File: config.mk
export PLATFORM = sky130hd
export DESIGN_NAME = lsu_mem_bridge
export DESIGN_NICKNAME = d
export VERILOG_FILES = /design/src/rtl/lsu_mem_bridge.sv
export SDC_FILE = /design/constraint.sdc
export NUM_CORES = 1
export LEC_CHECK = 0
export ABC_AREA = 1
export BUFFER_PORTS_ARGS = -buffer_cell sky130_fd_sc_hd__buf_4
export CORE_ASPECT_RATIO = 1.1
export CORE_MARGIN = 5
export CORE_UTILIZATION = 45
export DETAILED_ROUTE_END_ITERATION = 10
export PLACE_DENSITY = 0.7
export SLEW_MARGIN = 30
export SYNTH_ARGS = -nofsm -noshare
export SYNTH_HDL_FRONTEND = slang
export SYNTH_SLANG_ARGS = --single-unit
export TNS_END_PERCENT = 50
File: constraint.sdc
create_clock -name clk -period 3.4 [get_ports clk]
set_input_delay 0 -clock clk [delete_from_list [all_inputs] [get_ports clk]]
set_output_delay 0 -clock clk [all_outputs]
set_load 0.02 [all_outputs]
File: src/rtl/lsu_mem_bridge.sv
`default_nettype none
// ============================================================================
// Module      : lsu_mem_bridge
// Description : Load/store bridge from the core data port to a word-wide RAM.
//               Byte/half stores are read-modify-write; loads are extended.
//               Optional macro MISALIGN_TRAP_EN adds cpu_err and traps
//               misaligned half/word accesses instead of masking low bits.
// Revision    : 1.0 - initial release
// ============================================================================
module lsu_mem_bridge #(
  parameter int ADDR_W  = 7,
  parameter int MEM_LAT = 0
) (
  input  logic              clk,
  input  logic              reset_n,
  input  logic              cpu_req,
  input  logic              cpu_we,
  input  logic [2:0]        cpu_size,
  input  logic [31:0]       cpu_addr,
  input  logic [31:0]       cpu_wdata,
  output logic [31:0]       cpu_rdata,
  output logic              cpu_stall,
  output logic              cpu_ack,
  output logic [ADDR_W-3:0] mem_addr,
  output logic              mem_re,
  output logic              mem_we,
  output logic [31:0]       mem_wdata,
  input  logic [31:0]       mem_rdata
`ifdef MISALIGN_TRAP_EN
  ,
  output logic              cpu_err
`endif
);

  localparam logic [1:0] C_LAT = 2'(MEM_LAT);

  typedef enum logic [2:0] {
    IDLE     = 3'd0,
    RD_WAIT  = 3'd1,
    RMW_WAIT = 3'd2,
    WR       = 3'd3,
    ACK      = 3'd4
  } state_t;

  state_t            r_state, w_state_nxt;
  logic [1:0]        r_cnt, w_cnt_nxt;
  logic [1:0]        r_lane, w_lane_nxt;
  logic [2:0]        r_size, w_size_nxt;
  logic [15:0]       r_wdata, w_wdata_nxt;
  logic [ADDR_W-3:0] w_mem_addr_nxt;
  logic              w_mem_re_nxt;
  logic              w_mem_we_nxt;
  logic [31:0]       w_mem_wdata_nxt;
  logic [31:0]       w_rdata_nxt;
  logic              w_trap;
  logic              w_unused_addr;

  // Upper address bits simply alias onto the RAM.
  assign w_unused_addr = &{1'b0, cpu_addr[31:ADDR_W]};

  // Lane extraction with sign/zero extension; size[1] set means full word.
  function automatic logic [31:0] extract(input logic [31:0] word,
                                          input logic [1:0]  lane,
                                          input logic [2:0]  size);
    logic [7:0]  b;
    logic [15:0] h;
    b = word[{lane, 3'b000} +: 8];
    h = lane[1] ? word[31:16] : word[15:0];
    case (size[1:0])
      2'b00:   return size[2] ? {24'd0, b} : {{24{b[7]}}, b};
      2'b01:   return size[2] ? {16'd0, h} : {{16{h[15]}}, h};
      default: return word;
    endcase
  endfunction

  function automatic logic [31:0] merge(input logic [31:0] word,
                                        input logic [1:0]  lane,
                                        input logic [1:0]  size,
                                        input logic [15:0] wdata);
    logic [31:0] res;
    res = word;
    if (size == 2'b00) begin
      res[{lane, 3'b000} +: 8] = wdata[7:0];
    end else if (lane[1]) begin
      res[31:16] = wdata;
    end else begin
      res[15:0] = wdata;
    end
    return res;
  endfunction

`ifdef MISALIGN_TRAP_EN
  logic r_err;

  assign w_trap = cpu_size[1] ? (cpu_addr[1:0] != 2'b00)
                              : (cpu_size[0] & cpu_addr[0]);

  // Error flag rides alongside the ack cycle only.
  always_ff @(posedge clk or negedge reset_n) begin
    if (!reset_n) begin
      r_err <= 1'b0;
    end else if (r_state == IDLE) begin
      r_err <= cpu_req & w_trap;
    end else if (r_state == ACK) begin
      r_err <= 1'b0;
    end
  end

  assign cpu_err = r_err;
`else
  assign w_trap = 1'b0;
`endif

  assign cpu_ack   = (r_state == ACK);
  assign cpu_stall = reset_n & ((r_state == RD_WAIT) || (r_state == RMW_WAIT) ||
                                (r_state == WR) || ((r_state == IDLE) && cpu_req));

  always_comb begin
    w_state_nxt     = r_state;
    w_cnt_nxt       = r_cnt;
    w_lane_nxt      = r_lane;
    w_size_nxt      = r_size;
    w_wdata_nxt     = r_wdata;
    w_mem_addr_nxt  = mem_addr;
    w_mem_re_nxt    = 1'b0;
    w_mem_we_nxt    = 1'b0;
    w_mem_wdata_nxt = mem_wdata;
    w_rdata_nxt     = cpu_rdata;
    case (r_state)
      IDLE: begin
        if (cpu_req) begin
          if (w_trap) begin
            w_state_nxt = ACK;
          end else begin
            w_lane_nxt     = cpu_addr[1:0];
            w_size_nxt     = cpu_size;
            w_wdata_nxt    = cpu_wdata[15:0];
            w_mem_addr_nxt = cpu_addr[ADDR_W-1:2];
            w_cnt_nxt      = C_LAT;
            if (cpu_we && cpu_size[1]) begin
              w_mem_we_nxt    = 1'b1;
              w_mem_wdata_nxt = cpu_wdata;
              w_state_nxt     = WR;
            end else begin
              w_mem_re_nxt = 1'b1;
              w_state_nxt  = cpu_we ? RMW_WAIT : RD_WAIT;
            end
          end
        end
      end
      RD_WAIT: begin
        if (r_cnt == 2'd0) begin
          w_rdata_nxt = extract(mem_rdata, r_lane, r_size);
          w_state_nxt = ACK;
        end else begin
          w_cnt_nxt = r_cnt - 2'd1;
        end
      end
      RMW_WAIT: begin
        if (r_cnt == 2'd0) begin
          w_mem_wdata_nxt = merge(mem_rdata, r_lane, r_size[1:0], r_wdata);
          w_mem_we_nxt    = 1'b1;
          w_state_nxt     = WR;
        end else begin
          w_cnt_nxt = r_cnt - 2'd1;
        end
      end
      WR:      w_state_nxt = ACK;
      ACK:     w_state_nxt = IDLE;
      default: w_state_nxt = IDLE;
    endcase
  end

  always_ff @(posedge clk or negedge reset_n) begin
    if (!reset_n) begin
      r_state   <= IDLE;
      r_cnt     <= 2'd0;
      r_lane    <= 2'd0;
      r_size    <= 3'd0;
      r_wdata   <= 16'd0;
      mem_addr  <= '0;
      mem_re    <= 1'b0;
      mem_we    <= 1'b0;
      mem_wdata <= 32'd0;
      cpu_rdata <= 32'd0;
    end else begin
      r_state   <= w_state_nxt;
      r_cnt     <= w_cnt_nxt;
      r_lane    <= w_lane_nxt;
      r_size    <= w_size_nxt;
      r_wdata   <= w_wdata_nxt;
      mem_addr  <= w_mem_addr_nxt;
      mem_re    <= w_mem_re_nxt;
      mem_we    <= w_mem_we_nxt;
      mem_wdata <= w_mem_wdata_nxt;
      cpu_rdata <= w_rdata_nxt;
    end
  end

endmodule
`default_nettype wire

# Yosys cells after proc, flatten, opt, wreduce, memory -nomap -nowiden
# Index checks and enable logic that the tools add are counted.
op_classes:
  shift: 3
  n_bitwise: 1
  n_eq_ne: 10
  add_sub_neg: 2
  reduce_logical: 16
  mux: 28
op_table:
  columns: ["operator", "n"]
  rows:
  - ["32-bit 2-to-1 mux", 6]
  - ["32-bit case mux with 2 select lines", 2]
  - ["16-bit 2-to-1 mux", 3]
  - ["32-bit bitwise mux", 1]
  - ["8-bit by 7-bit variable shift with 32-bit output, first input constant", 1]
  - ["32-bit by 6-bit variable part select with 8-bit output", 1]
  - ["8-bit by 7-bit variable part select with 32-bit output", 1]
  - ["3-bit case mux with 4 select lines", 1]
  - ["3-bit 2-to-1 mux", 3]
  - ["2-bit 2-to-1 mux", 4]
  - ["5-bit negator with 7-bit output", 1]
  - ["3-bit by 2-bit equality test with 1-bit output, second input constant", 2]
  - ["1-bit 2-to-1 mux", 6]
  - ["2-bit by 1-bit inequality test with 1-bit output, second input constant", 3]
  - ["3-bit AND reduction", 2]
  - ["2-bit zero test", 2]
  - ["2-bit inequality test, second input constant", 2]
  - ["2-bit case mux with 2 select lines", 1]
  - ["2-bit AND reduction", 2]
  - ["4-bit AND reduction", 1]
  - ["2-bit nonzero test", 2]
  - ["3-bit by 1-bit equality test with 1-bit output, second input constant", 1]
  - ["3-bit equality test, second input constant", 1]
  - ["3-bit zero test", 1]
  - ["other kinds (7)", 10]
totals:
  regBits: 97
  out_inout_bits: 73

# Depth between registers and ports, before layout
# Gate-level depths: netlist of the first run.
depth:
  depth_word: 6
  depth_mapped: 12
  mapped_depth_nobuf: 11

# Worst setup path after synthesis of the first run
# OpenSTA, ideal clock, no wires.
synth_timing:
  kind: "register to register"
  from: "register r_lane[1]"
  to: "register mem_wdata[13]"
  arrival_time_ns: 1.815
  period_less_slack_ns: 1.893
  stages_incl_launch_ff: 10
  path_buffers: 1
  slack_ns: 1.507
  path_cell_list: "dfrtp_1 -> clkinv_1 -> clkbuf_1 -> ha_1 -> clkinv_1 -> nor2_1 -> nand2_1 -> nand2_1 -> nand2_1 -> a21oi_1"
synth_via:
  elab_chain_len: 6
  elab_cells_between_ends: 8
synth_rtl:
  columns: ["element", "line", "source"]
  rows:
  - ["start: declaration", "47", "logic [1:0] r_lane, w_lane_nxt;"]
  - ["start signal: assignment", "189", "r_lane <= w_lane_nxt;"]
  - ["5-bit negator with 7-bit output", "83", "res[{lane, 3'b000} +: 8] = wdata[7:0];"]
  - ["8-bit by 7-bit variable part select with 32-bit output or 8-bit by 7-bit variable shift with 32-bit output (tied branches)", "83", null]
  - ["32-bit bitwise mux", "83", null]
  - ["32-bit 2-to-1 mux (*)", "82", "if (size == 2'b00) begin"]
  - ["32-bit 2-to-1 mux (*)", "160", "if (r_cnt == 2'd0) begin"]
  - ["32-bit case mux with 2 select lines (*)", "129", "case (r_state)"]
  - ["end signal: assignment", "195", "mem_wdata <= w_mem_wdata_nxt;"]
  - ["end: declaration", "27", "output logic [31:0] mem_wdata,"]
# Mark *: on every way between the ends. The rest lies on a longest branch, timed or not. The select of a mux whose other input is x is not followed.
# A chain may end at the register's enable or synchronous reset.

# Worst setup path in the final report of the first run
layout_timing:
  from: "input cpu_size[1]"
  to: "register mem_wdata[21]"
layout_via:
  elab_chain_len: 3
layout_rtl:
  columns: ["element", "line", "source"]
  rows:
  - ["start: declaration", "18", "input logic [2:0] cpu_size,"]
  - ["1-bit logical AND", "140", "if (cpu_we && cpu_size[1]) begin"]
  - ["2-bit by 1-bit inequality test with 1-bit output (no line)", null, null]
  - ["4-bit AND reduction (no line)", null, null]
# Every way passes these cells.

==> results of run 1 <==
## worst max-delay path, stage by stage
cell	delay [ns]
dlygate4sd3_1	0.53
buf_4	0.11
nand2_1	0.04
dlygate4sd3_1	0.55
inv_1	0.10
nand4_2	0.57
nand2_2	0.55
buf_4	0.37
nor2_1	0.08
a21oi_1	0.13
## flip-flops by register name (all words and copies together), names as in the netlist
name	cells
r_state	3
cpu_rdata	32
r_wdata	16
mem_addr	5
mem_we	1
mem_wdata	32
mem_re	1
r_lane	2
r_cnt	2
r_size	3
## cells in the final DEF, fill, tap and decap left out, types with 2 or more instances in the layout
cell,Yosys,final
inv_2,5,5
clkbuf_16,0,9
o21ai_1,2,2
a21boi_1,4,4
bufinv_16,0,3
a21oi_1,106,106
inv_1,62,62
buf_4,4,158
clkinv_1,5,5
or2_1,3,3
nand2_1,358,357
nand3_1,72,72
a21oi_2,11,11
nand2_4,2,2
dlygate4sd3_1,0,60
nor2_1,88,88
ha_1,6,6
dfrtp_1,97,97
a21boi_0,4,4
nand2_2,3,4
o21ai_0,36,36
or2_2,5,5
## synthesized netlist by cell type
| cell | n |
|---|---|
| a31oi_1 | 1 |
| inv_1 | 62 |
| nor3_1 | 1 |
| nand3_1 | 72 |
| nor2_8 | 1 |
| nor2_1 | 88 |
| or2_1 | 3 |
| a21oi_1 | 106 |
| o21ai_1 | 2 |
| buf_2 | 27 |
| dfrtp_1 | 97 |
| nor3_2 | 1 |
| a21oi_2 | 11 |
| nand3_2 | 1 |
| nand2_2 | 3 |
| nand4_2 | 1 |
| ha_1 | 6 |
| nand2_1 | 358 |
| clkinv_1 | 5 |
| nor2_2 | 1 |
| a21boi_0 | 4 |
| buf_6 | 2 |
| nor2_4 | 1 |
| buf_1 | 3 |
| clkbuf_1 | 14 |
| nand2_4 | 2 |
| buf_4 | 4 |
| or2_2 | 5 |
| inv_2 | 5 |
| a21boi_1 | 4 |
| o21ai_0 | 36 |
## power breakdown
group          switching, uW  leakage [uW]  internal [uW]  total (uW)
Sequential               408       0.00115           1720        2130
Combinational           2810       0.00297           1600        4410
Clock                    458      0.000173            742        1200
## layer usage
| layer | up-vias | part of all wire | track usage |
|---|---|---|---|
| li1 | 3285 | - | - |
| met1 | 3018 | 0.43 | 0.353 |
| met2 | 270 | 0.47 | 0.396 |
| met4 | 0 | 0.029 | 0.0938 |
| met5 | - | 0 | 0 |
| met3 | 41 | 0.068 | 0.0356 |
## area by class of cell
cell class	count	area share
Clock buffer	10	0.0290
Clock inverter	6	0.0137
Inverter	72	0.0328
Multi-Input combinational cell	708	0.384
Sequential cell	97	0.295
Tap cell	184	0.0280
Timing Repair Buffer	218	0.217
## worst max path at each step
stage | slack [ns] | end | cells after the start
after CTS | 0.71 | mem_wdata[12]$_DFFE_PN0P_ | 10
after detailed placement | 0.90 | mem_wdata[12]$_DFFE_PN0P_ | 9
after global placement | 0.95 | mem_wdata[13]$_DFFE_PN0P_ | 9
after floorplan | 1.51 | mem_wdata[13]$_DFFE_PN0P_ | 9
final | 0.64 | mem_wdata[21]$_DFFE_PN0P_ | 10
after global routing | 0.42 | mem_wdata[12]$_DFFE_PN0P_ | 10
## metrics by stage
step,hold slack [ns],instances,setup slack (ns)
after floorplan,-0.296,927,1.51
after CTS,0.00104,1295,0.707
after global placement,0.149,1219,0.952
after global routing,0.0223,1295,0.418
after detailed placement,0.148,1219,0.899
final,0.00957,1295,0.636
## logic make-up (layout without fill, tap and decap cells)
logic type,Yosys count,count (layout),synth area share
flip-flops,97,97,0.397
AO/OA/AOI/OAI,164,164,0.145
AND/OR/NAND/NOR,538,538,0.360
adder cells (fa/ha/maj),6,6,0.0123
buffers and inverters,122,306,0.0854
## what timing repair did
item / CTS / global route
resized for setup: 0 / 0
hold buffers: 60 / 0
endpoints found under the setup margin: 0 / 0
endpoints found under the hold margin: 116 / 0
==> metrics.md, run 1 <==
| Metric | Value |
|---|---|
| Outcome | `completed` |
| First-pass GRT wire length | `32200 um` |
| Worst-path fanout max | `26` |
| # IOs | `176` |
| Yosys reg bits | `97` |
| HP Class | `in -> reg` |
| Crit end category | `register` |
| Top post-synthesis cells by area | `dfrtp_1 (40%), nand2_1 (22%), a21oi_1 (8.7%)` |
| Total power | `7740 uW` |
| Library cells used by synthesis | `31` |
| Die Area | `16000 um^2` |
| Sequential area share after synthesis | `0.397` |
| Root Driver | `clkbuf_16` |
| CTS tree | `done` |
| Core box area | `13300 um^2` |
| Arr. time, crit path | `3.04 ns` |
| Reg2reg start | `r_lane[1]$_DFFE_PN0N_` |
| Syn Std Cell Area | `6110 um^2` |
| Cells after Synth | `927` |
| Post-Route Setup TNS | `0 ns` |
| Vias in the first global route | `6274` |
| MaxCap Viol Count | `0` |
| Nets | `1215` |
| P per Cell Area | `941 nW/um^2` |
| RSZ-0062 raised after global routing | `no` |
| Largest net degree at the start of global routing | `74` |
| Setup Skew | `0.00665 ns` |
| Post-DP HPWL | `13600 um` |
| Syn nets | `1036` |
| Hold Crit Endpoint | `r_wdata[6]$_DFFE_PN0N_` |
| Via count | `6614` |
| Clock latency on the worst-skew pair | `0.36 ns` |
| Initial Util | `0.460` |
| Worst setup SP type | `input port` |
| Remaining Overflow, GRT | `0` |
| Capturing point of the worst reg2reg path | `mem_wdata[12]$_DFFE_PN0P_` |
| Routed Antenna Nets | `0` |
| Final design area excluding fillers | `8230 um^2` |
| Final Util | `0.620` |
| R2R depth | `9` |
| CTS Buffer Depth | `2` |
| Final period utilization | `0.813` |
| Fin crit period | `2.76 ns` |
| Pre-antenna DRT Iters | `5` |
| Setup-failing EPs final | `0` |
| Total CTS buffers | `9` |
| Max IR drop VDD | `0.522 mV` |
| Routability cong. | `0.921` |
| Die height | `132 um` |
| Worst slew pin tran | `0.848 ns` |
| Htree depth | `3` |
| DRC | `0` |
| Area grow syn2layout | `34.7%` |
| HP Start | `cpu_req` |
| Final wirelength | `20100 um` |
| Cell taking the most area after synthesis | `dfrtp_1` |
| CTS Sinks | `97` |
| Filler instances | `1255` |
| DR iter-0 viols | `559` |
| Critical Path Source | `cpu_size[1]` |
| Routed vias/inst | `5.11` |
| Yosys top cell area share | `0.397` |
| Hold Fails Final Rpt | `0` |
| Static leakage | `0.00429 uW` |
| Area of the multi-input gates | `3160 um^2` |
| FF/Latch Area | `2430 um^2` |
| Worst endpoint required time | `3.68 ns` |
| Flop2flop setup slack | `0.88 ns` |
| Slew Viols, Final | `0` |
| Antenna diodes | `0` |
| Row count | `44` |
| PortBufs | `150` |
| CTS clk-pin slew, worst paths | `0.07 ns` |
| Ys Warns | `0` |
| Chip width | `121 um` |
| Share of cells above drive strength 1 | `0.186` |
| Max Clk Rate | `0.362 GHz` |
| Gr usage total | `0.252` |
| Antenna violations before repair | `0` |
| Setup Buffers After CTS | `0` |
| Slew headroom | `0.435` |
| Wire per inst | `15.5 um` |
| Synth Area per Inst | `6.59 um^2` |
| Kind of critical path | `in -> reg` |
| Hold path depth | `3` |
| Post-DP Area | `7280 um^2` |
Note: power is estimated with default switching activity, not from simulation.
==> inputs of run 2 (changes only) <==
==> constraint.sdc (replaced) <==
create_clock -name clk -period 2.7 [get_ports clk]
set_input_delay 0 -clock clk [delete_from_list [all_inputs] [get_ports clk]]
set_output_delay 0 -clock clk [all_outputs]
set_load 0.02 [all_outputs]
==> run 2 against run 1 <==
  * Power increased by 23%
  * Utilization decreased by 0.73 points
  * Via count decreased by 0.65%
  * Global-route usage decreased by 0.10 points
  * Worst setup slack got worse by 0.16 ns
  * Final cell count decreased by 0.15%
  * Die area unchanged
==> metrics.md, run 2 (synthesis gave the netlist of run 1 again) <==
| Metric | Value |
|---|---|
| Outcome | `completed` |
| Core box area | `13300 um^2` |
| Total CTS buffers | `9` |
| CTS tree | `done` |
| Root Driver | `clkbuf_16` |
| Crit end category | `register` |
| Routed vias/inst | `5.08` |
| Die Area | `16000 um^2` |
| First-pass GRT wire length | `32500 um` |
| Slowest-stage cell, CP | `dlygate4sd3_1` |
| MaxCap Viol Count | `0` |
| Worst endpoint required time | `2.97 ns` |
| Hold Fails Final Rpt | `0` |
| Most common cell after layout, fill and taps aside | `nand2_1` |
| Antenna violations before repair | `0` |
| Critical-path cell list | `dlygate4sd3_1, buf_4, nand2_1, dlygate4sd3_1, inv_1, nand4_2, buf_4, nand2_2, buf_4, nor2_1, a21oi_1` |
| Nets | `1213` |
| CTS Buffer Depth | `2` |
| Biggest regs | `cpu_rdata x32, mem_wdata x32, r_wdata x16` |
| Post-DP Area | `7340 um^2` |
| Setup-failing EPs final | `0` |
| Post-Route Setup TNS | `0 ns` |
| Slew Viols, Final | `0` |
| Max Clk Rate | `0.449 GHz` |
| Wire per inst | `15.3 um` |
| Setup Buffers After CTS | `0` |
| Share of cells above drive strength 1 | `0.191` |
| Initial Util | `0.460` |
| Largest delay share family, worst path | `buffers and inverters` |
| Min Hold Slack | `0.00694 ns` |
| CP peak stage delay | `0.55 ns` |
| DR iter-0 viols | `585` |
| Final Util | `0.613` |
| # IOs | `176` |
| Kind of critical path | `in -> reg` |
| Most used cell, CP | `buf_4` |
| Htree depth | `3` |
| P per Cell Area | `1180 nW/um^2` |
| Largest net degree at the start of global routing | `50` |
| RSZ-0062 raised after global routing | `no` |
| Row count | `44` |
| Routability cong. | `0.928` |
| Arr. time, crit path | `2.49 ns` |
| Clock latency on the worst-skew pair | `0.34 ns` |
| Post-DP HPWL | `13800 um` |
| Pre-antenna DRT Iters | `7` |
| Most frequent cells in the layout | `nand2_1 (358), buf_4 (167), a21oi_1 (106), dfrtp_1 (97), nor2_1 (88)` |
| Die height | `132 um` |
| Max IR drop VDD | `0.597 mV` |
| Setup Skew | `0.00624 ns` |
| CTS resizes | `0` |
| Worst setup SP type | `input port` |
| Gr usage total | `0.251` |
| Worst slew pin tran | `0.574 ns` |
| HP Class | `in -> reg` |
| Final design area excluding fillers | `8130 um^2` |
| Hold Buf Count CTS | `49` |
| Routed Antenna Nets | `0` |
| Hold path depth | `3` |
| CTS clk-pin slew, worst paths | `0.07 ns` |
| R2R depth | `7` |
| PortBufs | `150` |
| Final wirelength | `19800 um` |
| DRC | `0` |
| Via count | `6571` |
| Fin crit period | `2.23 ns` |
| Remaining Overflow, GRT | `0` |
| Final period utilization | `0.825` |
| Area grow syn2layout | `33.1%` |
| Vias in the first global route | `6224` |
| Chip width | `121 um` |
| Worst-path fanout max | `26` |
| Buffer and inverter count on the worst path | `6` |
| Slew headroom | `0.616` |
| Levels on crit path | `11` |
| Static leakage | `0.00427 uW` |
| CTS Sinks | `97` |
## run 2: changes by cell type in the layout (fill, tap and decap cells not counted), sizes merged, moves of 2 or more
cell         previous run  this run
clkbuf                 10        13
clkinv                  7         5
bufinv                  3         1
buf                   158       167
dlygate4sd3            60        49
## run 2: per-stage QoR
step,setup WS (ns),power (uW),std cells
2_1_floorplan,0.807,6370,927
4_1_cts,0.493,9550,1292
3_3_place_gp,0.557,8090,1228
5_1_grt,0.280,10400,1292
6_report,0.472,9560,1293
3_5_place_dp,0.548,8160,1228
## run 2: per-layer routing
| metal | share of wire | GRT usage | vias up |
|---|---|---|---|
| li1 | - | - | 3277 |
| met5 | 0 | 0 | - |
| met2 | 0.47 | 0.395 | 230 |
| met1 | 0.45 | 0.359 | 3036 |
| met4 | 0.022 | 0.0819 | 0 |
| met3 | 0.063 | 0.0309 | 28 |
## run 2: path summary, 6_finish.rpt
kind	startpoint	endpoint	slack [ns]
max	cpu_size[1]	mem_wdata[21]$_DFFE_PN0P_	0.47
min	mem_rdata[23]	cpu_rdata[23]$_DFFE_PN0P_	0.007
max reg2reg	r_lane[0]$_DFFE_PN0N_	mem_wdata[2]$_DFFE_PN0P_	0.48
min reg2reg	mem_addr[3]$_DFFE_PN0N_	mem_addr[3]$_DFFE_PN0N_	0.47
max in group asynchronous	reset_n	mem_wdata[26]$_DFFE_PN0P_	1.79
min in group asynchronous	reset_n	mem_wdata[1]$_DFFE_PN0P_	0.11
## run 2: report_power, final
part           total, uW  switching [uW]  leakage [uW]  internal [uW]
sequential          2680             504       0.00115           2170
clock               1310             541      0.000142            765
combinational       5580            3540       0.00298           2040
## run 2: worst reg2reg max path, cell delays in order, from the launching register on
cell and delay (ns):
dfrtp_1 0.37, inv_1 0.39, ha_1 0.36, nor2_1 0.46, nand3_1 0.14, a21oi_1 0.28, nor2_1 0.07, nor2_1 0.09
## run 2: final cells by class
cell class,instances,area [um^2]
antenna,1,2.50
sequential,97,2430
multi-input combinational,708,3160
timing repair buffer,216,1740
clock inverter,2,37.5
inverter,72,270
fill,1252,5140
tap,184,230
clock buffer,13,260
